### src/rtl/motoro3_pkg.sv
// Shared types and constants for the motoro3 line-calculation / PWM blocks.
package motoro3_pkg;

    typedef enum logic [1:0] {IDLE, LOAD, RUN} state_t;

    localparam int unsigned LC_STEP_MAX = 16;
    localparam int unsigned LC_STEP_W   = $clog2(LC_STEP_MAX);

    // Widths shared with the parameter calculator.
    localparam int unsigned PWM_W = 8;
    localparam int unsigned LEN_W = 16;

endpackage

### src/rtl/motoro3_line_pwm_player_if.sv
// Calculator-side bus of the line PWM player; `dir` exists only with MOTORO3_LINE_DIR_EN.
interface motoro3_line_pwm_player_if
    import motoro3_pkg::*;
#(
    parameter int unsigned PER_W = 16
) ();

    logic                 enable;
    logic [PER_W-1:0]     perLen;
    logic [PER_W-1:0]     plLen;
    logic [PER_W-1:0]     slLen;
`ifdef MOTORO3_LINE_DIR_EN
    logic                 dir;
`endif
    logic [LC_STEP_W-1:0] lcStep;
    logic                 pwmOut;
    logic                 stepDone;
    logic                 lineDone;
    logic                 busy;

`ifdef MOTORO3_LINE_DIR_EN
    modport master (output enable, perLen, plLen, slLen, dir,
                    input  lcStep, pwmOut, stepDone, lineDone, busy);
    modport slave  (input  enable, perLen, plLen, slLen, dir,
                    output lcStep, pwmOut, stepDone, lineDone, busy);
`else
    modport master (output enable, perLen, plLen, slLen,
                    input  lcStep, pwmOut, stepDone, lineDone, busy);
    modport slave  (input  enable, perLen, plLen, slLen,
                    output lcStep, pwmOut, stepDone, lineDone, busy);
`endif

endinterface

### src/rtl/motoro3_pwm_period_cnt.sv
// PWM period counter: counts 0..perQ-1 while running and registers the high/low compare.
module motoro3_pwm_period_cnt #(
    parameter int unsigned PER_W = 16
) (
    input  logic             clk,
    input  logic             rst,
    input  logic [PER_W-1:0] perQ,
    input  logic [PER_W-1:0] plQ,
    input  logic             clr,
    input  logic             run,
    output logic [PER_W-1:0] perCnt,
    output logic             wrap,
    output logic             pwmOut
);

    logic [PER_W-1:0] cnt_q;
    logic             pwm_q;

    always_comb wrap = run && (cnt_q == perQ - PER_W'(1));

    always_ff @(posedge clk or posedge rst) begin
        if (rst) begin
            cnt_q <= '0;
            pwm_q <= 1'b0;
        end else begin
            if (clr || wrap) begin
                cnt_q <= '0;
            end else if (run) begin
                cnt_q <= cnt_q + PER_W'(1);
            end
            // plQ >= perQ keeps this true on every count, so no dip at the wrap.
            pwm_q <= run && (cnt_q < plQ);
        end
    end

    assign perCnt = cnt_q;
    assign pwmOut = pwm_q;

endmodule

### src/rtl/motoro3_line_pwm_player.sv
// Steps lcStep through one electrical line and plays each step's PWM parameters.
// Optional MOTORO3_LINE_DIR_EN adds a `dir` input for decrementing steps.
module motoro3_line_pwm_player
    import motoro3_pkg::*;
#(
    parameter int unsigned LC_STEPS = 12,
    parameter int unsigned PER_W    = LEN_W
) (
    input logic                           clk,
    input logic                           rst,
    motoro3_line_pwm_player_if.slave      bus
);

    localparam logic [LC_STEP_W-1:0] LC_LAST = LC_STEP_W'(LC_STEPS - 1);

    state_t               state_q, state_d;
    logic [PER_W-1:0]     plQ, slQ, perQ, slCnt;
    logic [PER_W-1:0]     perCnt;
    logic [LC_STEP_W-1:0] lc_q, step_nxt;
    logic                 run, clr, wrap, pwm, last_sl, step_end, wrap_pt;

    // State register
    always_ff @(posedge clk or posedge rst) begin
        if (rst) state_q <= IDLE;
        else     state_q <= state_d;
    end

    // Next state; dropping enable always wins over a step end
    always_comb begin
        state_d = state_q;
        unique case (state_q)
            IDLE:    if (bus.enable) state_d = LOAD;
            LOAD:    state_d = bus.enable ? RUN : IDLE;
            RUN: begin
                if (!bus.enable)   state_d = IDLE;
                else if (step_end) state_d = LOAD;
            end
            default: state_d = IDLE;
        endcase
    end

    // Outputs and datapath controls
    always_comb begin
        run          = (state_q == RUN) && bus.enable;
        clr          = !run;
        last_sl      = (slCnt == slQ - PER_W'(1));
        step_end     = run && (perCnt == perQ - PER_W'(1)) && last_sl;
        bus.busy     = (state_q != IDLE);
        bus.stepDone = step_end;
        bus.lineDone = step_end && wrap_pt;
        bus.lcStep   = lc_q;
        bus.pwmOut   = pwm;
    end

    always_comb begin
        wrap_pt  = (lc_q == LC_LAST);
        step_nxt = wrap_pt ? '0 : lc_q + 1'b1;
`ifdef MOTORO3_LINE_DIR_EN
        if (bus.dir) begin
            wrap_pt  = (lc_q == '0);
            step_nxt = wrap_pt ? LC_LAST : lc_q - 1'b1;
        end
`endif
    end

    always_ff @(posedge clk or posedge rst) begin
        if (rst) begin
            plQ   <= '0;
            slQ   <= '0;
            perQ  <= '0;
            slCnt <= '0;
            lc_q  <= '0;
        end else begin
            if (state_q == LOAD && bus.enable) begin
                plQ  <= bus.plLen;
                slQ  <= (bus.slLen == '0) ? PER_W'(1) : bus.slLen;
                perQ <= (bus.perLen == '0) ? PER_W'(1) : bus.perLen;
            end
            if (clr)       slCnt <= '0;
            else if (wrap) slCnt <= last_sl ? '0 : slCnt + PER_W'(1);
            if (step_end) lc_q <= step_nxt;
        end
    end

    motoro3_pwm_period_cnt #(
        .PER_W (PER_W)
    ) u_period (
        .clk    (clk),
        .rst    (rst),
        .perQ   (perQ),
        .plQ    (plQ),
        .clr    (clr),
        .run    (run),
        .perCnt (perCnt),
        .wrap   (wrap),
        .pwmOut (pwm)
    );

endmodule

### src/flat_wrapper.sv
// flat-port wrapper written by rule: the top's interface ports become plain ports
module motoro3_line_pwm_player_flat import motoro3_pkg::*;
#(
    parameter int unsigned LC_STEPS = 12,
    parameter int unsigned PER_W    = LEN_W
)
  (clk, rst, bus_enable, bus_perLen, bus_plLen, bus_slLen, bus_lcStep, bus_pwmOut, bus_stepDone, bus_lineDone, bus_busy);
  motoro3_line_pwm_player_if #(.PER_W(PER_W)) bus_i ();
  input logic clk;
  input logic rst;
  input wire logic [$bits(bus_i.enable)-1:0] bus_enable;
  input wire logic [$bits(bus_i.perLen)-1:0] bus_perLen;
  input wire logic [$bits(bus_i.plLen)-1:0] bus_plLen;
  input wire logic [$bits(bus_i.slLen)-1:0] bus_slLen;
  output wire logic [$bits(bus_i.lcStep)-1:0] bus_lcStep;
  output wire logic [$bits(bus_i.pwmOut)-1:0] bus_pwmOut;
  output wire logic [$bits(bus_i.stepDone)-1:0] bus_stepDone;
  output wire logic [$bits(bus_i.lineDone)-1:0] bus_lineDone;
  output wire logic [$bits(bus_i.busy)-1:0] bus_busy;
  assign bus_i.enable = bus_enable;
  assign bus_i.perLen = bus_perLen;
  assign bus_i.plLen = bus_plLen;
  assign bus_i.slLen = bus_slLen;
  assign bus_lcStep = bus_i.lcStep;
  assign bus_pwmOut = bus_i.pwmOut;
  assign bus_stepDone = bus_i.stepDone;
  assign bus_lineDone = bus_i.lineDone;
  assign bus_busy = bus_i.busy;
  motoro3_line_pwm_player #(.LC_STEPS(LC_STEPS), .PER_W(PER_W)) u_core (.clk(clk), .rst(rst), .bus(bus_i));
endmodule
### config.mk
export PLATFORM = sky130hd
export DESIGN_NAME = motoro3_line_pwm_player_flat
export DESIGN_NICKNAME = d
export VERILOG_FILES = /design/src/rtl/motoro3_pkg.sv /design/src/rtl/motoro3_line_pwm_player_if.sv /design/src/rtl/motoro3_pwm_period_cnt.sv /design/src/rtl/motoro3_line_pwm_player.sv /design/src/flat_wrapper.sv
export SDC_FILE = /design/constraint.sdc
export NUM_CORES = 1
export LEC_CHECK = 0
export BUFFER_PORTS_ARGS = -buffer_cell sky130_fd_sc_hd__buf_2
export CORE_MARGIN = 2
export CORE_UTILIZATION = 55
export CTS_CLUSTER_DIAMETER = 120
export CTS_CLUSTER_SIZE = 14
export DETAILED_ROUTE_END_ITERATION = 10
export PLACE_DENSITY_LB_ADDON = 0.2
export SYNTH_ARGS = -nofsm -noshare
export SYNTH_HDL_FRONTEND = slang
export SYNTH_SLANG_ARGS = --single-unit
### constraint.sdc
create_clock -name clk -period 4.07 [get_ports clk]
set_input_delay 0.814 -clock clk [delete_from_list [all_inputs] [get_ports clk]]
set_output_delay 0.814 -clock clk [all_outputs]
set_load 0.05 [all_outputs]
; ---- Yosys cells after proc, flatten, opt, wreduce, memory -nomap -nowiden
; Cells that the tools add are included.
[totals]
ff_bits = 87
inputBits = 51
out_inout_bits = 8
wordCells = 49
[classes]
add_sub_neg = 5
order_cmp = 1
n_eq_ne = 8
n_mux = 13
n_reduce_logical = 14
[op_table]
columns = op, count
row1 = $mux 16, 7
row2 = $add 16x1->16 const B, 2
row3 = $eq 16x16->1, 2
row4 = $logic_not 16->1, 2
row5 = $sub 16x1->16 const B, 2
row6 = $lt 16x16->1, 1
row7 = $mux 2, 4
row8 = $logic_and 1x1->1, 6
row9 = $pmux 2 s3, 1
row10 = $add 4x1->4 const B, 1
row11 = $eq 4x4->1 const B, 1
row12 = $mux 4, 1
row13 = $reduce_bool 2->1, 2
row14 = $ne 3x3->1 const B, 1
row15 = $eq 2x1->1 const B, 1
row16 = $eq 2x2->1 const B, 1
row17 = $logic_not 2->1, 1
row18 = $ne 2x1->1 const B, 1
row19 = $ne 2x2->1 const B, 1
row20 = $reduce_and 2->1, 1
row21 = $logic_not 1->1, 1
row22 = $logic_or 1x1->1, 1

; ---- Longest topological paths before layout
[depth]
depth_word = 7
ltp_mapped = 11
depth_no_buf = 9

; ---- By module
; A second synthesis with hierarchy kept.
[hier_totals]
cells_unflattened = 605
area_unflattened_um2 = 5873.1
[by_module_without_submodules]
columns = module, n_inst, cells_each, area_per_inst_um2, seq_area_each_um2
row1 = motoro3_line_pwm_player, 1, 402, 4172.8, 1751.7
row2 = motoro3_pwm_period_cnt, 1, 203, 1700.4, 425.4

; ---- Worst setup path after synthesis
; OpenSTA, ideal clock, no wires.
[synth_timing]
path_kind = reg2out
from = reg u_core.perQ[5]
to = out bus_lineDone
arrival_time_ps = 3484
required_ps = 3256
path_slack_ps = -228
stages_incl_launch_ff = 9
path_buffers = 1
cell_sequence = dfrtp_1 > buf_4 > or4_4 > or4_4 > o31a_1 > nor3b_1 > nand3_1 > nor4_4 > and2_1
[synth_between]
elab_chain_cells = 5
[synth_lines]
columns = element, line
row1 = start: declaration, motoro3_line_pwm_player.sv:17  ; logic [PER_W-1:0] plQ, slQ, perQ, slCnt;
row2 = start signal: assignment, motoro3_line_pwm_player.sv:77  ; perQ <= (bus.perLen == '0) ? PER_W'(1) : bus.perLen;
row3 = $sub 16x1->16, motoro3_line_pwm_player.sv:47  ; step_end = run && (perCnt == perQ - PER_W'(1)) && last_sl;
row4 = $eq 16x16->1, motoro3_line_pwm_player.sv:47
row5 = $logic_and 1x1->1 (2 in a row), motoro3_line_pwm_player.sv:47
row6 = via bus_stepDone, flat_wrapper.sv:17  ; output wire logic [$bits(bus_i.stepDone)-1:0] bus_stepDone;
row7 = $logic_and 1x1->1, motoro3_line_pwm_player.sv:50  ; bus.lineDone = step_end && wrap_pt;
row8 = end: declaration, flat_wrapper.sv:18  ; output wire logic [$bits(bus_i.lineDone)-1:0] bus_lineDone;
; The timed path passes the listed nets, and every way through them passes these cells.

; ---- Worst setup path after layout
[layout_timing]
from = reg u_core.slQ[0]
to = out bus_lineDone
[layout_between]
elab_chain_cells = 4
[layout_lines]
columns = element, line
row1 = start: declaration, motoro3_line_pwm_player.sv:17
row2 = start signal: assignment, motoro3_line_pwm_player.sv:76  ; slQ <= (bus.slLen == '0) ? PER_W'(1) : bus.slLen;
row3 = $sub 16x1->16, motoro3_line_pwm_player.sv:46  ; last_sl = (slCnt == slQ - PER_W'(1));
row4 = $eq 16x16->1, motoro3_line_pwm_player.sv:46
row5 = $logic_and 1x1->1, motoro3_line_pwm_player.sv:47
row6 = $logic_and 1x1->1, motoro3_line_pwm_player.sv:50
; No other way between the ends.

==> results.sh <==
export IMPL_die_h_um=104
export IMPL_rrSetupSlack_ps=480
export IMPL_criticalPathCategory="reg -> out"
export IMPL_power_leakage_nw=2.81
export IMPL_grt_overflow=0
export IMPL_finalHoldViolations=0
export IMPL_synth_nets=641
export IMPL_grt_max_degree=57
export IMPL_vias=4633
export IMPL_cts_tree="built"
export IMPL_ys_warnings_count=0
export IMPL_clk_latency_ps=370
export IMPL_grt_pass1_wl_um=22300
export IMPL_syn_instance_count=570
export IMPL_place_inst=749
export IMPL_path_cells="inv_1 -> ha_2 -> or4b_4 -> nor4_2 -> xnor2_1 -> a31oi_1 -> nand4_1 -> nor4_4 -> and2_4 -> buf_6"
export IMPL_numCtsBuffers=9
export IMPL_avgSynthCellArea_um2=9.74
export IMPL_fin_crit_sh_pct=98.2
export IMPL_synth_top_cell_area_share_pct=39.2
export IMPL_clock_path_buffers=2
export IMPL_ff2ff_path_depth=9
export IMPL_die_width_um=104
export IMPL_reg2reg_from="u_core.slQ[0]"
export IMPL_synth_area_leaders="dfrtp_1 (39%), mux2_2 (9.5%), xnor2_1 (5.4%), ha_1 (4.5%), xor2_1 (3.8%)"
export IMPL_synth_ff_type="dfrtp_1"
export IMPL_drive_gt1_share_pct=26.8
export IMPL_yosys_area_top_type="dfrtp_1"
export IMPL_period_minus_slack_ps=4000
export IMPL_r2r_end="u_core.bus.lcStep[2]"
export IMPL_finClkSkew_ps=11.2
export IMPL_area_growth_pct=14.2
export IMPL_stdcell_count=770
export IMPL_yosysUniqueCellTypes=64
export IMPL_grt_usage_pct=25.2
export IMPL_relSlewSlack_pct=52.3
export IMPL_clock_fmax_mhz=250
export IMPL_rows=36
export IMPL_hold_class="in -> async"
export IMPL_drv_cap=0
export IMPL_core_um2=9770
export IMPL_antennaDiodeCount=0
export IMPL_power_density_nw_per_um2=434
export IMPL_final_nets=703
export IMPL_clockRootBuffer="clkbuf_8"
export IMPL_ios=59
export IMPL_drt_iter0_drc=245
export IMPL_final_setup_tns_ps=0
export IMPL_htreeDepth=3
export IMPL_path_buf_inv=2
export IMPL_start_util_pct=56.8
export IMPL_cp_arrival_ps=3180
export IMPL_whs_ps=462
export IMPL_crit_path_end_kind="output pin"
export IMPL_grt_pass1_vias=4690
export IMPL_die_area_um2=10900
export IMPL_drcViolationCount=0
export IMPL_antenna_found_initial=0
export IMPL_routabilityCongestion=0.927
export IMPL_worst_ir_drop_vdd_v=0.000288
export IMPL_first_pass_iters=5
export IMPL_path_clk_slew_ps=100
export IMPL_numPortBuffers=58
export IMPL_crit_fanout=6
export IMPL_syn_cell_area_um2=5550
export IMPL_wl_per_cell_um=17.5
export IMPL_synthArstFlopShare_pct=100
export IMPL_max_stage_delay_ps=530
export IMPL_final_max_slew_viol_count=0
export IMPL_setup_viol=0
export IMPL_cpLargestDelayFamily="simple AND/OR/NAND/NOR gates"
export IMPL_synth_seq_cells=87
export IMPL_hold_buffers=0
export IMPL_status="finished, final reports clean"
export IMPL_via_per_inst=6.02
export IMPL_tightest_slew_ps=716
export IMPL_seq_area_frac_synth_pct=39.2
export IMPL_crit_path_start_kind="flip-flop"
export IMPL_worstPathRequired_ps=3260
export IMPL_synth_edf_count=0
export IMPL_ant_nets=0
export IMPL_cpMaxStageDelayCell="or4b_4"
export IMPL_detailed_place_hpwl_um=9850
export IMPL_routed_wl_um=13500
export IMPL_cts_num_sinks=87
[sequential cells by signal, indices dropped and copies added (netlist names)]
register	cells
u_core.slQ	16
u_core.u_period.pwmOut	1
u_core.bus.lcStep	4
u_core.plQ	16
u_core.slCnt	16
u_core.u_period.perCnt	16
u_core.state_q	2
u_core.perQ	16
[layout make-up]
type	instances	area [um2]
flip-flops and latches	87	2180
well taps	133	166
clock inverters	5	62.6
clock buffers	11	151
inverters	39	148
multi-input cells	419	3200
repair buffers	76	432
fillers	811	3430
[per-layer routing]
layer	GRT usage, %	vias up	wire, um
li1	-	2196	-
met2	44.7	130	7020
met3	3.26	37	474
met4	12.3	0	432
met1	30.0	2270	5530
met5	0	-	0
[metrics by stage]
step | total power, mW | util, % | instance area (um2) | setup slack [ps]
2_1_floorplan | 1.80 | - | 5560 | -4.94
3_3_place_gp | 1.98 | 61.5 | 6010 | 190
3_5_place_dp | 2.03 | 61.5 | 6010 | 162
4_1_cts | 2.71 | 64.1 | 6270 | 3.24
5_1_grt | 2.90 | 64.9 | 6340 | -26.0
6_report | 2.75 | 64.9 | 6340 | 72.7
[cells by family after synthesis]
group / after synthesis / synth area share, %
simple gates: 205 / 21.2
mux: 51 / 10.3
buf+inv: 64 / 4.57
compound gates: 85 / 11.0
xor+xnor: 58 / 9.15
fa+ha+maj: 20 / 4.51
flops: 87 / 39.2
[cells in the final DEF, fill, tap and decap left out, types with 5 or more instances in the layout]
cell type | synthesis | final
dfrtp_1 | 87 | 83
buf_2 | 5 | 57
mux2_2 | 47 | 47
inv_1 | 39 | 38
nor2_1 | 35 | 35
xnor2_1 | 34 | 34
nand3_1 | 30 | 28
xor2_1 | 24 | 24
nand2_1 | 21 | 21
ha_1 | 20 | 18
buf_4 | 2 | 18
nor4_1 | 19 | 17
nor3_1 | 17 | 16
a21oi_1 | 13 | 13
nor2b_1 | 11 | 11
o221ai_1 | 11 | 11
clkbuf_8 | 0 | 11
nand4_1 | 10 | 10
and3_1 | 10 | 10
nand2b_1 | 9 | 9
o21ai_1 | 8 | 9
o21ai_0 | 9 | 8
or4_1 | 8 | 7
or3_1 | 6 | 6
and2_1 | 6 | 5
o31ai_1 | 5 | 5
or2_2 | 5 | 5
a21o_1 | 5 | 5
[where the power goes]
part	total [mW]	switching [mW]	leakage [nW]	internal (mW)
registers	1.23	0.202	1.10	1.03
clock network	0.670	0.348	0.103	0.322
logic	0.850	0.429	1.61	0.421
total	2.75	0.979	2.81	1.77
[repair_timing]
action / CTS / global route
resized for setup: 7 / 13
setup endpoints to repair: 2 / 2
buffers inserted: 2 / 3
pin swaps: 2 / 3
[worst max-delay path by stage]
stage,endpoint,startpoint,slack [ps],depth (start not counted)
after detailed placement,bus_lineDone,u_core.perQ[0],160,10
after floorplan,bus_lineDone,u_core.perQ[9],-5,7
final,bus_lineDone,u_core.slQ[0],70,10
after global placement,bus_lineDone,u_core.perQ[0],190,10
after CTS,bus_lineDone,u_core.perQ[0],3,10
after global routing,bus_lineDone,u_core.slQ[1],-30,10
[synth_stat cells (3+ instances only)]
library cell,count
a211oi_1,3
a21o_1,5
a21oi_1,13
a31oi_1,4
and2_1,6
and3_1,10
buf_1,5
buf_2,5
clkbuf_1,13
dfrtp_1,87
ha_1,20
inv_1,39
mux2_1,3
mux2_2,47
nand2_1,21
nand2b_1,9
nand3_1,30
nand4_1,10
nor2_1,35
nor2b_1,11
nor3_1,17
nor4_1,19
o211a_1,3
o211ai_1,4
o21ai_0,9
o21ai_1,8
o221ai_1,11
o31ai_1,5
or2_2,5
or3_1,6
or4_1,8
xnor2_1,34
xor2_1,24
Power figures use the tool's default switching activity.
